[src/rtl/jram_reader.sv]
// Sequential read-out engine for the 256x8 jRAM: walks an address range, strobes SA/E and
// presents each byte on a valid/ready port. Optional checksum: JRAM_READER_CHECKSUM_EN.
module jram_reader #(
  parameter logic [7:0]  START_ADDR = 8'h00,
  parameter logic [7:0]  END_ADDR   = 8'hFF,
  parameter int unsigned EN_CYCLES  = 2
) (
  input  logic       CLK,
  input  logic       RESETN,
  input  logic       start,
  input  logic       abort,
  output logic [7:0] ram_addr,
  output logic       ram_sa,
  output logic       ram_e,
  input  logic [7:0] ram_data,
  output logic [7:0] out_addr,
  output logic [7:0] out_data,
  output logic       out_valid,
  input  logic       out_ready,
  output logic       busy,
  output logic       done
`ifdef JRAM_READER_CHECKSUM_EN
  ,
  output logic [7:0] csum,
  output logic       csum_valid
`endif
);

  localparam int unsigned CntW = (EN_CYCLES > 1) ? $clog2(EN_CYCLES) : 1;
  localparam logic [CntW-1:0] CntLast = CntW'(EN_CYCLES - 1);

  typedef enum logic [2:0] {StIdle, StSeta, StEna, StHold, StFin} state_e;

  state_e          state_q, state_d;
  logic [7:0]      ptr_q, ptr_d;
  logic [CntW-1:0] cnt_q, cnt_d;
  logic [7:0]      ram_addr_q, ram_addr_d;
  logic [7:0]      out_addr_q, out_addr_d;
  logic [7:0]      out_data_q, out_data_d;
  logic            out_valid_q, out_valid_d;
  logic            ram_sa_q, ram_sa_d;
  logic            ram_e_q, ram_e_d;
  logic            busy_q, busy_d;
  logic            done_q, done_d;
  logic            xfer;

  always_comb begin
    state_d     = state_q;
    ptr_d       = ptr_q;
    cnt_d       = cnt_q;
    ram_addr_d  = ram_addr_q;
    out_addr_d  = out_addr_q;
    out_data_d  = out_data_q;
    out_valid_d = out_valid_q;
    xfer        = (state_q == StHold) && out_valid_q && out_ready;

    unique case (state_q)
      StIdle: begin
        if (start) begin
          ptr_d   = START_ADDR;
          state_d = StSeta;
        end
      end
      StSeta: begin
        cnt_d   = '0;
        state_d = StEna;
      end
      StEna: begin
        if (cnt_q == CntLast) begin
          out_data_d  = ram_data;
          out_addr_d  = ptr_q;
          out_valid_d = 1'b1;
          state_d     = StHold;
        end else begin
          cnt_d = cnt_q + CntW'(1);
        end
      end
      StHold: begin
        if (xfer) begin
          out_valid_d = 1'b0;
          if (ptr_q == END_ADDR) begin
            state_d = StFin;
          end else begin
            ptr_d   = ptr_q + 8'd1;
            state_d = StSeta;
          end
        end
      end
      StFin:   state_d = StIdle;
      default: state_d = StIdle;
    endcase

    // Abort overrides everything, including a capture or handshake on the same edge.
    if (abort) begin
      state_d     = StIdle;
      out_valid_d = 1'b0;
    end

    if (state_d == StSeta) ram_addr_d = ptr_d;

    // Strobes are decoded from the next state so they come straight out of flops.
    ram_sa_d = (state_d == StSeta);
    ram_e_d  = (state_d == StEna);
    busy_d   = (state_d != StIdle);
    done_d   = (state_d == StFin);
  end

  always_ff @(posedge CLK or negedge RESETN) begin
    if (!RESETN) begin
      state_q     <= StIdle;
      ptr_q       <= START_ADDR;
      cnt_q       <= '0;
      ram_addr_q  <= 8'h00;
      out_addr_q  <= 8'h00;
      out_data_q  <= 8'h00;
      out_valid_q <= 1'b0;
      ram_sa_q    <= 1'b0;
      ram_e_q     <= 1'b0;
      busy_q      <= 1'b0;
      done_q      <= 1'b0;
    end else begin
      state_q     <= state_d;
      ptr_q       <= ptr_d;
      cnt_q       <= cnt_d;
      ram_addr_q  <= ram_addr_d;
      out_addr_q  <= out_addr_d;
      out_data_q  <= out_data_d;
      out_valid_q <= out_valid_d;
      ram_sa_q    <= ram_sa_d;
      ram_e_q     <= ram_e_d;
      busy_q      <= busy_d;
      done_q      <= done_d;
    end
  end

  assign ram_addr  = ram_addr_q;
  assign ram_sa    = ram_sa_q;
  assign ram_e     = ram_e_q;
  assign out_addr  = out_addr_q;
  assign out_data  = out_data_q;
  assign out_valid = out_valid_q;
  assign busy      = busy_q;
  assign done      = done_q;

`ifdef JRAM_READER_CHECKSUM_EN
  logic [7:0] csum_q, csum_d;
  logic       csum_valid_q;

  always_comb begin
    csum_d = csum_q;
    if ((state_q == StIdle) && start && !abort) begin
      csum_d = 8'h00;
    end else if (xfer) begin
      csum_d = csum_q + out_data_q;
    end
  end

  always_ff @(posedge CLK or negedge RESETN) begin
    if (!RESETN) begin
      csum_q       <= 8'h00;
      csum_valid_q <= 1'b0;
    end else begin
      csum_q       <= csum_d;
      csum_valid_q <= done_d;
    end
  end

  assign csum       = csum_q;
  assign csum_valid = csum_valid_q;
`endif

endmodule

[config.mk]
export PLATFORM = sky130hd
export DESIGN_NAME = jram_reader
export DESIGN_NICKNAME = d
export VERILOG_FILES = /design/src/rtl/jram_reader.sv
export SDC_FILE = /design/constraint.sdc
export NUM_CORES = 1
export LEC_CHECK = 0
export BUFFER_PORTS_ARGS = -buffer_cell sky130_fd_sc_hd__buf_2
export CORE_AREA = 2 2 60 62
export CTS_CLUSTER_DIAMETER = 60
export DETAILED_ROUTE_END_ITERATION = 8
export DIE_AREA = 0 0 62 64
export PLACE_DENSITY_LB_ADDON = 0.08
export SLEW_MARGIN = 10
export SYNTH_ARGS = -nofsm -noshare
export SYNTH_HDL_FRONTEND = slang
export SYNTH_SLANG_ARGS = --single-unit
[constraint.sdc]
create_clock -name CLK -period 4.71 [get_ports CLK]
set_input_delay 0.942 -clock CLK [delete_from_list [all_inputs] [get_ports CLK]]
set_output_delay 0.942 -clock CLK [all_outputs]
set_load 0.02 [all_outputs]
-- Word-level counts from Yosys, hierarchy flattened
Index checks and enable logic that the tools add are counted.
- bits in registers: 41
- output and inout bits: 29
- equal/unequal tests: 9
- add/subtract/negate cells: 2
- multiplexer cells: 16
- reductions and logical operators: 8
- operators by type and width (cell ; number):
    2-to-1 mux 8 bit ; 3
    case mux 8 bit (2 select lines) ; 1
    2-to-1 mux 3 bit ; 5
    case mux 3 bit (4 select lines) ; 1
    == test 3 x 2 -> 1 bit, second input constant ; 3
    adder 8 x 1 -> 8 bit, second input constant ; 1
    == test 8 bit, second input constant ; 1
    == test 3 x 1 -> 1 bit, second input constant ; 2
    != test 3 bit, second input constant ; 2
    nonzero test 3 bit ; 2
    2-to-1 mux 1 bit ; 4
    case mux 1 bit (2 select lines) ; 2
    == test 3 bit, second input constant ; 1
    zero test 3 bit ; 1
    AND reduction 3 bit ; 1
    logical AND 1 bit ; 2
    AND reduction 2 bit ; 1
    nonzero test 2 bit ; 1
    adder 1 bit, second input constant ; 1

-- Depth between registers and ports, before layout
Gate-level depths: netlist of the first run.
- depth after elaboration: 7
- depth in mapped cells: 6
- depth with buffers taken out: 6

-- Worst setup path after synthesis of the first run
OpenSTA, ideal clock, no wires.
- kind: input to register
- start: in out_ready
- end: reg ram_addr_q[0], in the netlist ram_addr[0]
- buffers on the path: 0
- stages on the path: 5
- library setup time: 0.125 ns
- path slack: 2.484 ns
- arrival: 2.101 ns
- required time: 4.585 ns
- cells stage by stage: nand2_1 nor4_2 nand3b_1 nand4_2 mux2_2
- longest elaborated chain between the ends: 5
- elaborated cells on any way between the ends: 7
- RTL lines (item ; RTL line ; RTL):
    start, declared ; 19 ; input logic out_ready,
    logical AND 1 bit (*) ; 55 ; xfer = (state_q == StHold) && out_valid_q && out_ready;
    2-to-1 mux 3 bit ; 79 ; if (xfer) begin
    case mux 3 bit (4 select lines) ; 57 ; unique case (state_q)
    2-to-1 mux 3 bit ; 94 ; if (abort) begin
    == test 3 x 1 -> 1 bit ; 99 ; if (state_d == StSeta) ram_addr_d = ptr_d;
    end signal, assigned ; 125 ; ram_addr_q <= ram_addr_d;
    end, declared ; 37 ; logic [7:0] ram_addr_q, ram_addr_d;
Mark *: on every way between the ends. The rest lies on a longest branch, timed or not.
A chain may end at the register's enable or synchronous reset.

-- Final worst setup path of the first run
- start: in out_ready
- end: reg ram_addr_q[5], in the netlist ram_addr[5]
The elaborated chain is that of the path after synthesis.

==> results of run 1 <==
## flip-flops by register name, indices dropped and copies added (netlist names)
| name | cells |
|---|---|
| state_q | 3 |
| out_data | 8 |
| ram_sa | 1 |
| done | 1 |
| out_addr | 8 |
| ram_e | 1 |
| busy | 1 |
| cnt_q | 1 |
| out_valid | 1 |
| ram_addr | 8 |
| ptr_q | 8 |
## metrics by stage
step | cells | setup slack [ns] | hold slack, ns | util [%]
after floorplan | 134 | 2.48 | 0.510 | -
after global placement | 217 | 2.22 | 0.484 | 60.7
after detailed placement | 217 | 2.16 | 0.490 | 60.7
after CTS | 225 | 2.52 | 0.514 | 62.2
after global routing | 225 | 2.40 | 0.527 | 62.2
final | 225 | 2.53 | 0.510 | 62.2
## layer usage
layer / up-vias / track usage (%) / wire length (µm)
met2: 30 / 26.4 / 1490
met4: 0 / 9.57 / 58
met1: 588 / 25.3 / 1450
li1: 582 / - / -
met5: - / 0 / 0
met3: 5 / 4.25 / 133
## logic make-up after synthesis
logic type      count (synthesis)  share of synthesized area, %
fa+ha+maj                       1                         0.710
simple gates                   35                          12.8
compound gates                 18                          7.81
buf+inv                        13                          3.97
mux                            26                          16.5
flops                          41                          58.2
## worst max-delay path by stage
| stage | to | cells after the start | from | slack (ns) |
|---|---|---|---|---|
| after floorplan | ram_addr[0]$_DFFE_PN0N_ | 5 | out_ready | 2.48 |
| after global routing | ram_addr[5]$_DFFE_PN0N_ | 6 | ptr_q[0]$_DFF_PN0_ | 2.40 |
| after global placement | ram_addr[5]$_DFFE_PN0N_ | 6 | out_ready | 2.22 |
| final | ram_addr[5]$_DFFE_PN0N_ | 6 | out_ready | 2.53 |
| after detailed placement | ram_addr[5]$_DFFE_PN0N_ | 6 | out_ready | 2.16 |
| after CTS | ram_addr[5]$_DFFE_PN0N_ | 6 | out_ready | 2.52 |
## area by class of cell
cell class | count | area share [%]
multi-input cells | 80 | 32.7
inverters | 8 | 1.47
repair buffers | 42 | 10.4
clock buffers | 8 | 2.39
well taps | 46 | 2.82
flip-flops and latches | 41 | 50.2
## critical path: stages
cell,delay [ns]
buf_2,0.12
nand2_1,0.14
nor4_2,0.34
nand3b_1,0.19
nand4_2,0.29
mux2_2,0.38
## report_power, final
part	switching, µW	internal, µW	total [µW]	leakage (µW)
Combinational	109	79.2	188	0.000515
Clock	100	59.5	160	0.0000265
Sequential	28.4	398	426	0.000550
## placed cells by master (no fill, tap or decap), types with 2 or more instances in the layout
cell / n
dfrtp_1: 41
inv_1: 8
nand3_1: 8
nand4_1: 2
o21ai_0: 3
nor2_1: 5
nor4_1: 2
o31ai_1: 3
buf_2: 41
a21oi_1: 2
nand2_1: 5
clkbuf_4: 5
mux2_2: 24
clkbuf_1: 3
o211ai_1: 4
mux2i_1: 2
==> flow_metrics.tcl, run 1 <==
set metrics [dict create \
    viasPerCell 5.36 \
    grt_max_degree 42 \
    grt_pass1_vias 1158 \
    drt_drc_violations_left 0 \
    syn_avg_cell_area_um2 13.2 \
    r2r_slack_ns 2.56 \
    clkSlewWorstSetupHoldPaths_ns 0.10 \
    worstPathMaxFanout 9 \
    vdd_ir_drop_max_v 0.000329 \
    cts_buffer_depth 2 \
    io_buffers 41 \
    postCtsSetupBuffers 0 \
    yosysSeqAreaShare_pct 58.2 \
    synth_common_cells "41 x dfrtp_1, 24 x mux2_2, 8 x inv_1, 8 x nand3_1" \
    clockRootBuffer "clkbuf_4" \
    route.detailed.wl_per_inst_um 13.9 \
    first_pass_iters 4 \
    multi_input_area_um2 667 \
    hold_depth 1 \
    post-dp-hpwl_um 2270 \
    fmax_mhz 459 \
    clkSinkCount 41 \
    r2r-end "ram_addr[5]$_DFFE_PN0N_" \
    fin_nets 192 \
    cts_tree "yes" \
    min_delay_worst_endpoint "out_addr[7]$_DFFE_PN0P_" \
    reg2reg_from "ptr_q[0]$_DFF_PN0_" \
    critPathCaptureType "flop" \
    synth_seq_cells 41 \
    die_w_um 62 \
    min_path_type "reg2reg" \
    critical_path_class "in2reg" \
    grt_pass1_wl_um 5290 \
    stdcell_area_mm2 0.00204 \
    finalCritPeriodShare_pct 46.2 \
    required_ns 4.94 \
    p_per_area_mw_per_mm2 379 \
    finalSetupViolations 0 \
    min_period_ns 2.18 \
    regArea_mm2 0.00103 \
    gp_congestion 0.809 \
    synth_cell_types 36 \
    grt_util_all_layers_pct 18.3 \
    rsz0062_at_grt "false" \
    tightest_slew_ns 0.872 \
    drtAntennaViolNets 0 \
    synthesis.nets 148 \
    synth-edff-count 0 \
    die_y_um 64 \
    hp-start "out_addr[7]$_DFFE_PN0P_" \
    ff2ff_path_depth 6 \
    ios 42 \
    antenna_found_initial 0 \
    synthCells 134 \
    synthFlopType "dfrtp_1" \
    p_leak_uw 0.00109 \
    cp.arrival_ns 2.41 \
    slew_violations 0 \
    coreArea_mm2 0.00328 \
    fillers 292 \
    layout-drive-gt1-share_pct 43.0 \
    status "finished, final reports clean" \
    wl_um 3130 \
    ys_top_cells_by_area "dfrtp_1 58%, mux2_2 15%, nand3_1 2.3%" \
    postCtsResizedCells 0 \
    synth_top_area_cell "dfrtp_1" \
    areaGrowthSynthToFinish_pct 15.8 \
    yosysMostFrequentCell "dfrtp_1" \
    cts_inserted_buffers 5 \
    worstSetupStartpointType "input port" \
    synth_top_area_share_pct 58.2 \
    fin_worst_skew_ns 0.00936 \
    slew_headroom_pct 41.9 \
    yosysWarnings 0 \
    start_util_pct 53.7 \
    drt-initial-drc-count 60 \
    hold_viol_final 0 \
    synthArstFlopShare_pct 100 \
    rows 21 \
    setup_tns_ns 0 \
    power.total_uw 774 \
    placedInstanceArea_mm2 0.00199 \
    clk_latency_ns 0.34 \
    netlist_area_mm2 0.00176 \
    grt-ovfl-total 0 \
    hold_buffers 0 \
    vias 1205 \
    die_area_mm2 0.00397 \
    maxCapViolCount 0 \
    h-tree-depth 2 \
    antennaDiodeCount 0 \
]
(Power assumes the default switching activity.)
==> run 2, diff against run 1 <==
- ABC_AREA: default -> 1
- CORE_AREA: 2 2 60 62 -> 2 2 63 65
- DIE_AREA: 0 0 62 64 -> 0 0 65 67
- clock period: 4.71 -> 2.2 ns (I/O delays scaled with it)
==> run 2 against run 1 <==
Compared with the run above: die area is 9.8% higher; non-clock buffer count grew 1; global-route usage rose by 0.16 points; register-to-register slack worse by 1.9 ns; utilization is 2.2 points lower; cell count is 37% higher; total power grew 130%; hold slack worse by 0.30 ns; synthesized cell count is 58% higher; critical path depth is 4 higher; sequential share of layout area is 2.8 points lower; sequential cell count stayed put; critical endpoint is now ram_addr[7]$_DFFE_PN0N_; largest cell class unchanged.
==> flow_metrics.tcl, run 2 <==
set metrics [dict create \
    synth_cell_types 23 \
    final_util_pct 60.0 \
    synth-edff-count 0 \
    min_period_ns 1.58 \
    antennaDiodeCount 0 \
    route.detailed.wl_per_inst_um 11.1 \
    clk_latency_ns 0.29 \
    stdcell_count 308 \
    grt-ovfl-total 0 \
    ys_top_cells_by_area "dfrtp_1 57%, nand2_1 18%, inv_1 4.3%" \
    synthFlopType "dfrtp_1" \
    first_pass_iters 4 \
    netlist_area_mm2 0.00181 \
    synth_common_cells "86 x nand2_1, 41 x dfrtp_1, 21 x inv_1" \
    drt_drc_violations_left 0 \
    yosysSeqAreaShare_pct 56.6 \
    final_common_cell "nand2_1" \
    vdd_ir_drop_max_v 0.000437 \
    die_w_um 65 \
    cts_buffer_depth 2 \
    start_util_pct 50.3 \
    fmax_mhz 632 \
    areaGrowthSynthToFinish_pct 19.3 \
    viasPerCell 4.56 \
    synthArstFlopShare_pct 100 \
    grt_max_degree 35 \
    slew_violations 0 \
    h-tree-depth 2 \
    worstSetupStartpointType "flop" \
    synth_top_area_cell "dfrtp_1" \
    die_area_mm2 0.00436 \
    synth_seq_cells 41 \
    critical_path_class "reg2reg" \
    dp.cells 300 \
    rows 22 \
    die_y_um 67 \
    yosysMostFrequentCell "nand2_1" \
    critPathCaptureType "flop" \
    grt_pass1_wl_um 6040 \
    clockRootBuffer "clkbuf_8" \
    startpoint "ptr_q[0]$_DFF_PN0_" \
    required_ns 2.38 \
    maxCapViolCount 0 \
    fin_nets 273 \
    synth_top_area_share_pct 56.6 \
    io_buffers 41 \
    synthesis.nets 226 \
    reg2reg_from "ptr_q[0]$_DFF_PN0_" \
    rsz0062_at_grt "false" \
    grt_pass1_vias 1348 \
    hold_buffers 0 \
    grt_util_all_layers_pct 18.5 \
    worstPathMaxFanout 7 \
    p_leak_uw 0.00122 \
    coreArea_mm2 0.00361 \
    post-dp-hpwl_um 2530 \
    layout-drive-gt1-share_pct 24.6 \
    postCtsResizedCells 0 \
    tightest_slew_ns 0.727 \
    vias 1406 \
    finalSetupViolations 0 \
    p_per_area_mw_per_mm2 817 \
    syn_avg_cell_area_um2 8.55 \
    finalCritPeriodShare_pct 71.9 \
    mostFrequentLayoutCells "86 x nand2_1, 41 x dfrtp_1, 41 x buf_2" \
    clkSinkCount 41 \
    min_path_type "in2async" \
    drtAntennaViolNets 0 \
    power.total_uw 1770 \
    cp.arrival_ns 1.76 \
    cts_tree "yes" \
    postCtsSetupBuffers 0 \
    clkSlewWorstSetupHoldPaths_ns 0.07 \
    setup_tns_ns 0 \
    cts_inserted_buffers 5 \
    antenna_found_initial 0 \
    status "finished, final reports clean" \
    hold_viol_final 0 \
    slew_headroom_pct 51.5 \
    synthCells 212 \
    ios 42 \
    wl_um 3430 \
    gp_congestion 0.864 \
    fin_worst_skew_ns 0.00830 \
    yosysWarnings 0 \
    drt-initial-drc-count 80 \
]
-- run 2: per-layer routing --
layer  global-route usage, %  routed length (µm)
met1                    25.4                1660
met2                    28.7                1500
met3                    3.55                 240
met4                    7.98                  24
met5                       0                   0
-- run 2: path summary, 6_finish.rpt --
path                                                end  slack [ns]  cells after the start
worst max-delay path            ram_addr[7]$_DFFE_PN0N_        0.62                     10
worst max register to register  ram_addr[7]$_DFFE_PN0N_        0.62                     10
worst min-delay path            out_data[2]$_DFFE_PN0P_        0.21                      1
min in group CLK                out_data[6]$_DFFE_PN0P_        0.35                      3
worst min register to register  out_data[5]$_DFFE_PN0P_        0.47                      2
max in group asynchronous       out_addr[7]$_DFFE_PN0P_        1.39                      2
-- run 2: logic make-up (layout without fill, tap and decap cells) --
kind of cell	Yosys count	after routing	share of synthesized area [%]
adder cells (fa/ha/maj)	1	1	0.690
buffers and inverters	25	73	5.24
flip-flops	41	41	56.6
AND/OR/NAND/NOR	128	128	32.2
AO/OA/AOI/OAI	17	17	5.31
-- run 2: where the power goes --
part / total (µW) / switching [µW] / internal [µW]
Clock: 450 / 230 / 219
Combinational: 420 / 288 / 132
Sequential: 898 / 44.3 / 854
-- run 2: layout make-up --
class	instances	area (µm²)
fill	339	1440
clock buffer	6	72.6
sequential	41	1030
tap	48	60.1
multi-input combinational	146	692
inverter	22	82.6
clock inverter	2	10.0
timing repair buffer	43	220
-- run 2: critical path, cell delays in order, from the launching register on --
cell and delay [ns]:
dfrtp_1 0.41, ha_1 0.21, nand3_1 0.12, nor2_1 0.17
nand3_2 0.11, nand2_1 0.09, nand2_2 0.09, nand2_4 0.11
nor2_8 0.05, nand2_1 0.06, nand2_1 0.05
-- run 2: through the flow --
| step | area [µm²] | hold slack (ns) | setup slack [ns] |
|---|---|---|---|
| after detailed placement | 2080 | 0.456 | 0.610 |
| after CTS | 2160 | 0.237 | 0.617 |
| after global placement | 2080 | 0.449 | 0.646 |
| final | 2160 | 0.212 | 0.617 |
| after floorplan | 1810 | 0.144 | 0.756 |
| after global routing | 2160 | 0.279 | 0.413 |
==> run 3, diff against run 2 <==
- CORE_AREA: 2 2 63 65 -> 2 2 66 68
- DIE_AREA: 0 0 65 67 -> 0 0 68 70
- clock period: 2.2 -> 1.4 ns (I/O delays scaled with it)
==> run 3 against run 2 <==
Compared with the run above: the run now ends with negative setup slack left; fmax is 3.0% higher; sequential power is 58% higher; count of clock-buffer cells in the layout is 1 higher; critical path depth is 2 lower; hold slack worse by 0.010 ns; cell area is 15% higher; largest power group unchanged; highest routed layer unchanged.
==> flow_metrics.tcl, run 3 (synthesis results as in run 2) <==
set metrics [dict create \
    p_leak_uw 0.00136 \
    grt_max_degree 22 \
    worstSetupStartpointType "flop" \
    final_common_cell "nand2_1" \
    regArea_mm2 0.00103 \
    critPathCaptureType "flop" \
    finalSetupViolations 11 \
    die_y_um 70 \
    tightest_slew_ns 0.393 \
    layout-drive-gt1-share_pct 37.9 \
    die_area_mm2 0.00476 \
    status "finished with violations" \
    fin_nets 299 \
    h-tree-depth 2 \
    cp_slowest_cell "dfrtp_1" \
    cts_tree "yes" \
    grt_pass1_wl_um 6670 \
    gp_congestion 0.948 \
    slew_headroom_pct 73.8 \
    p_per_area_mw_per_mm2 1170 \
    maxCapViolCount 0 \
    grt-ovfl-total 0 \
    rows 24 \
    mostFrequentLayoutCells "79 x nand2_1, 41 x buf_2, 40 x dfrtp_1" \
    route.detailed.wl_per_inst_um 12.3 \
    fillers 364 \
    crit_family "simple AND/OR/NAND/NOR gates" \
    clkSinkCount 41 \
    cp.arrival_ns 1.72 \
    worstPathMaxFanout 5 \
    min_path_type "in2reg" \
    viasPerCell 4.69 \
    vias 1581 \
    cts_inserted_buffers 5 \
    multi_input_area_um2 798 \
    first_pass_iters 4 \
    antenna_found_initial 0 \
    preCtsSetupSlack_ns -0.0996 \
    vdd_ir_drop_max_v 0.000545 \
    clkSlewWorstSetupHoldPaths_ns 0.07 \
    min_period_ns 1.54 \
    worst-path-buf-inv 3 \
    ios 42 \
    antennaDiodeCount 0 \
    start_util_pct 43.8 \
    clockRootBuffer "clkbuf_8" \
    wl_um 4150 \
    cp_slowest_stage_delay_ns 0.42 \
    cts_buffer_depth 2 \
    grt_pass1_vias 1466 \
    power.total_uw 2930 \
    hold_viol_final 0 \
    die_w_um 68 \
    grt_util_all_layers_pct 18.7 \
    finalCritPeriodShare_pct 110 \
    critical_path_class "reg2reg" \
    areaGrowthSynthToFinish_pct 37.5 \
    io_buffers 41 \
    path_cells "inv_1, nand3_2, nor2_4, buf_6, nand2_4, nor2_1, a21oi_2, buf_4" \
    fin_worst_skew_ns 0.00576 \
    post-dp-hpwl_um 2930 \
    drt_drc_violations_left 0 \
    drt-initial-drc-count 72 \
    clk_latency_ns 0.28 \
    slew_violations 0 \
    coreArea_mm2 0.00414 \
    fmax_mhz 651 \
    worst_slack_ns -0.137 \
    required_ns 1.58 \
    failed_checks "negative setup slack" \
    drtAntennaViolNets 0 \
    rsz0062_at_grt "true" \
]
-- run 3: cell count changes in the layout (fill, tap and decap cells not counted), moves of 2 or more --
cell      previous run  this run
nor2_1              15        10
buf_6                0         3
clkinv_2             2         0
nand2_1             86        79
nor2_2               2         5
buf_4                2        22
o21ai_2              0         3
nand2_4              1         3
o21ai_0             10         5
nand3_1             12        10
nand2_2              2         7
nor2_4               1         4
o21ai_1              4         6
-- run 3: cell type report --
class	count	area share, %
Multi-Input combinational cell	147	32.0
Inverter	22	3.31
Timing Repair Buffer	68	17.4
Sequential cell	41	41.2
Clock buffer	7	3.46
Tap cell	52	2.61
-- run 3: per-stage QoR --
stage | cell area (µm²) | util [%] | cells | TNS, ns | hold slack [ns]
2_1_floorplan | 1820 | - | 212 | 0 | -0.0156
3_3_place_gp | 2220 | 53.6 | 320 | -0.417 | 0.231
3_5_place_dp | 2220 | 53.6 | 320 | -0.701 | 0.231
4_1_cts | 2370 | 57.1 | 332 | -0.330 | 0.199
5_1_grt | 2490 | 60.2 | 337 | -2.32 | 0.207
6_report | 2490 | 60.2 | 337 | -0.959 | 0.202
-- run 3: routing by layer --
| metal | GRT usage (%) | up-vias | routed length (µm) |
|---|---|---|---|
| met2 | 29.7 | 44 | 2000 |
| met5 | 0 | - | 0 |
| met4 | 7.56 | 0 | 43 |
| li1 | - | 801 | - |
| met3 | 3.86 | 5 | 224 |
| met1 | 24.8 | 731 | 1880 |
-- run 3: timing repair --
| action | in CTS | in global routing |
|---|---|---|
| endpoints found under the hold margin | 17 | 0 |
| pin swaps | 3 | 9 |
| gates resized for setup | 6 | 27 |
| buffers inserted | 3 | 5 |
| hold buffers | 1 | 0 |
| gates cloned | 1 | 0 |
| setup endpoints to repair | 11 | 32 |
-- run 3: final timing paths --
kind	startpoint	end	slack [ns]	depth (start not counted)
min in group asynchronous	RESETN	out_data[7]$_DFFE_PN0P_	0.45	2
max	state_q[2]$_DFF_PN0_	ptr_q[2]$_DFF_PN0_	-0.14	8
min reg2reg	out_addr[4]$_DFFE_PN0P_	out_addr[4]$_DFFE_PN0P_	0.47	2
max reg2reg	state_q[2]$_DFF_PN0_	ptr_q[2]$_DFF_PN0_	-0.14	8
max in group asynchronous	RESETN	ram_addr[3]$_DFFE_PN0N_	0.40	3
min	ram_data[3]	out_data[3]$_DFFE_PN0P_	0.20	3
-- run 3: where the power goes --
| part | total [µW] | switching, µW | leakage [µW] | internal (µW) |
|---|---|---|---|---|
| Combinational | 756 | 488 | 0.000766 | 269 |
| Clock | 750 | 359 | 0.0000443 | 391 |
| Sequential | 1420 | 79.4 | 0.000550 | 1340 |
| Total | 2930 | 926 | 0.00136 | 2000 |
-- run 3: tightest hold or removal path, delay by kind of cell --
kind | cells | cell delay [ns]
simple gates | 2 | 0.10
buf+inv | 1 | 0.07
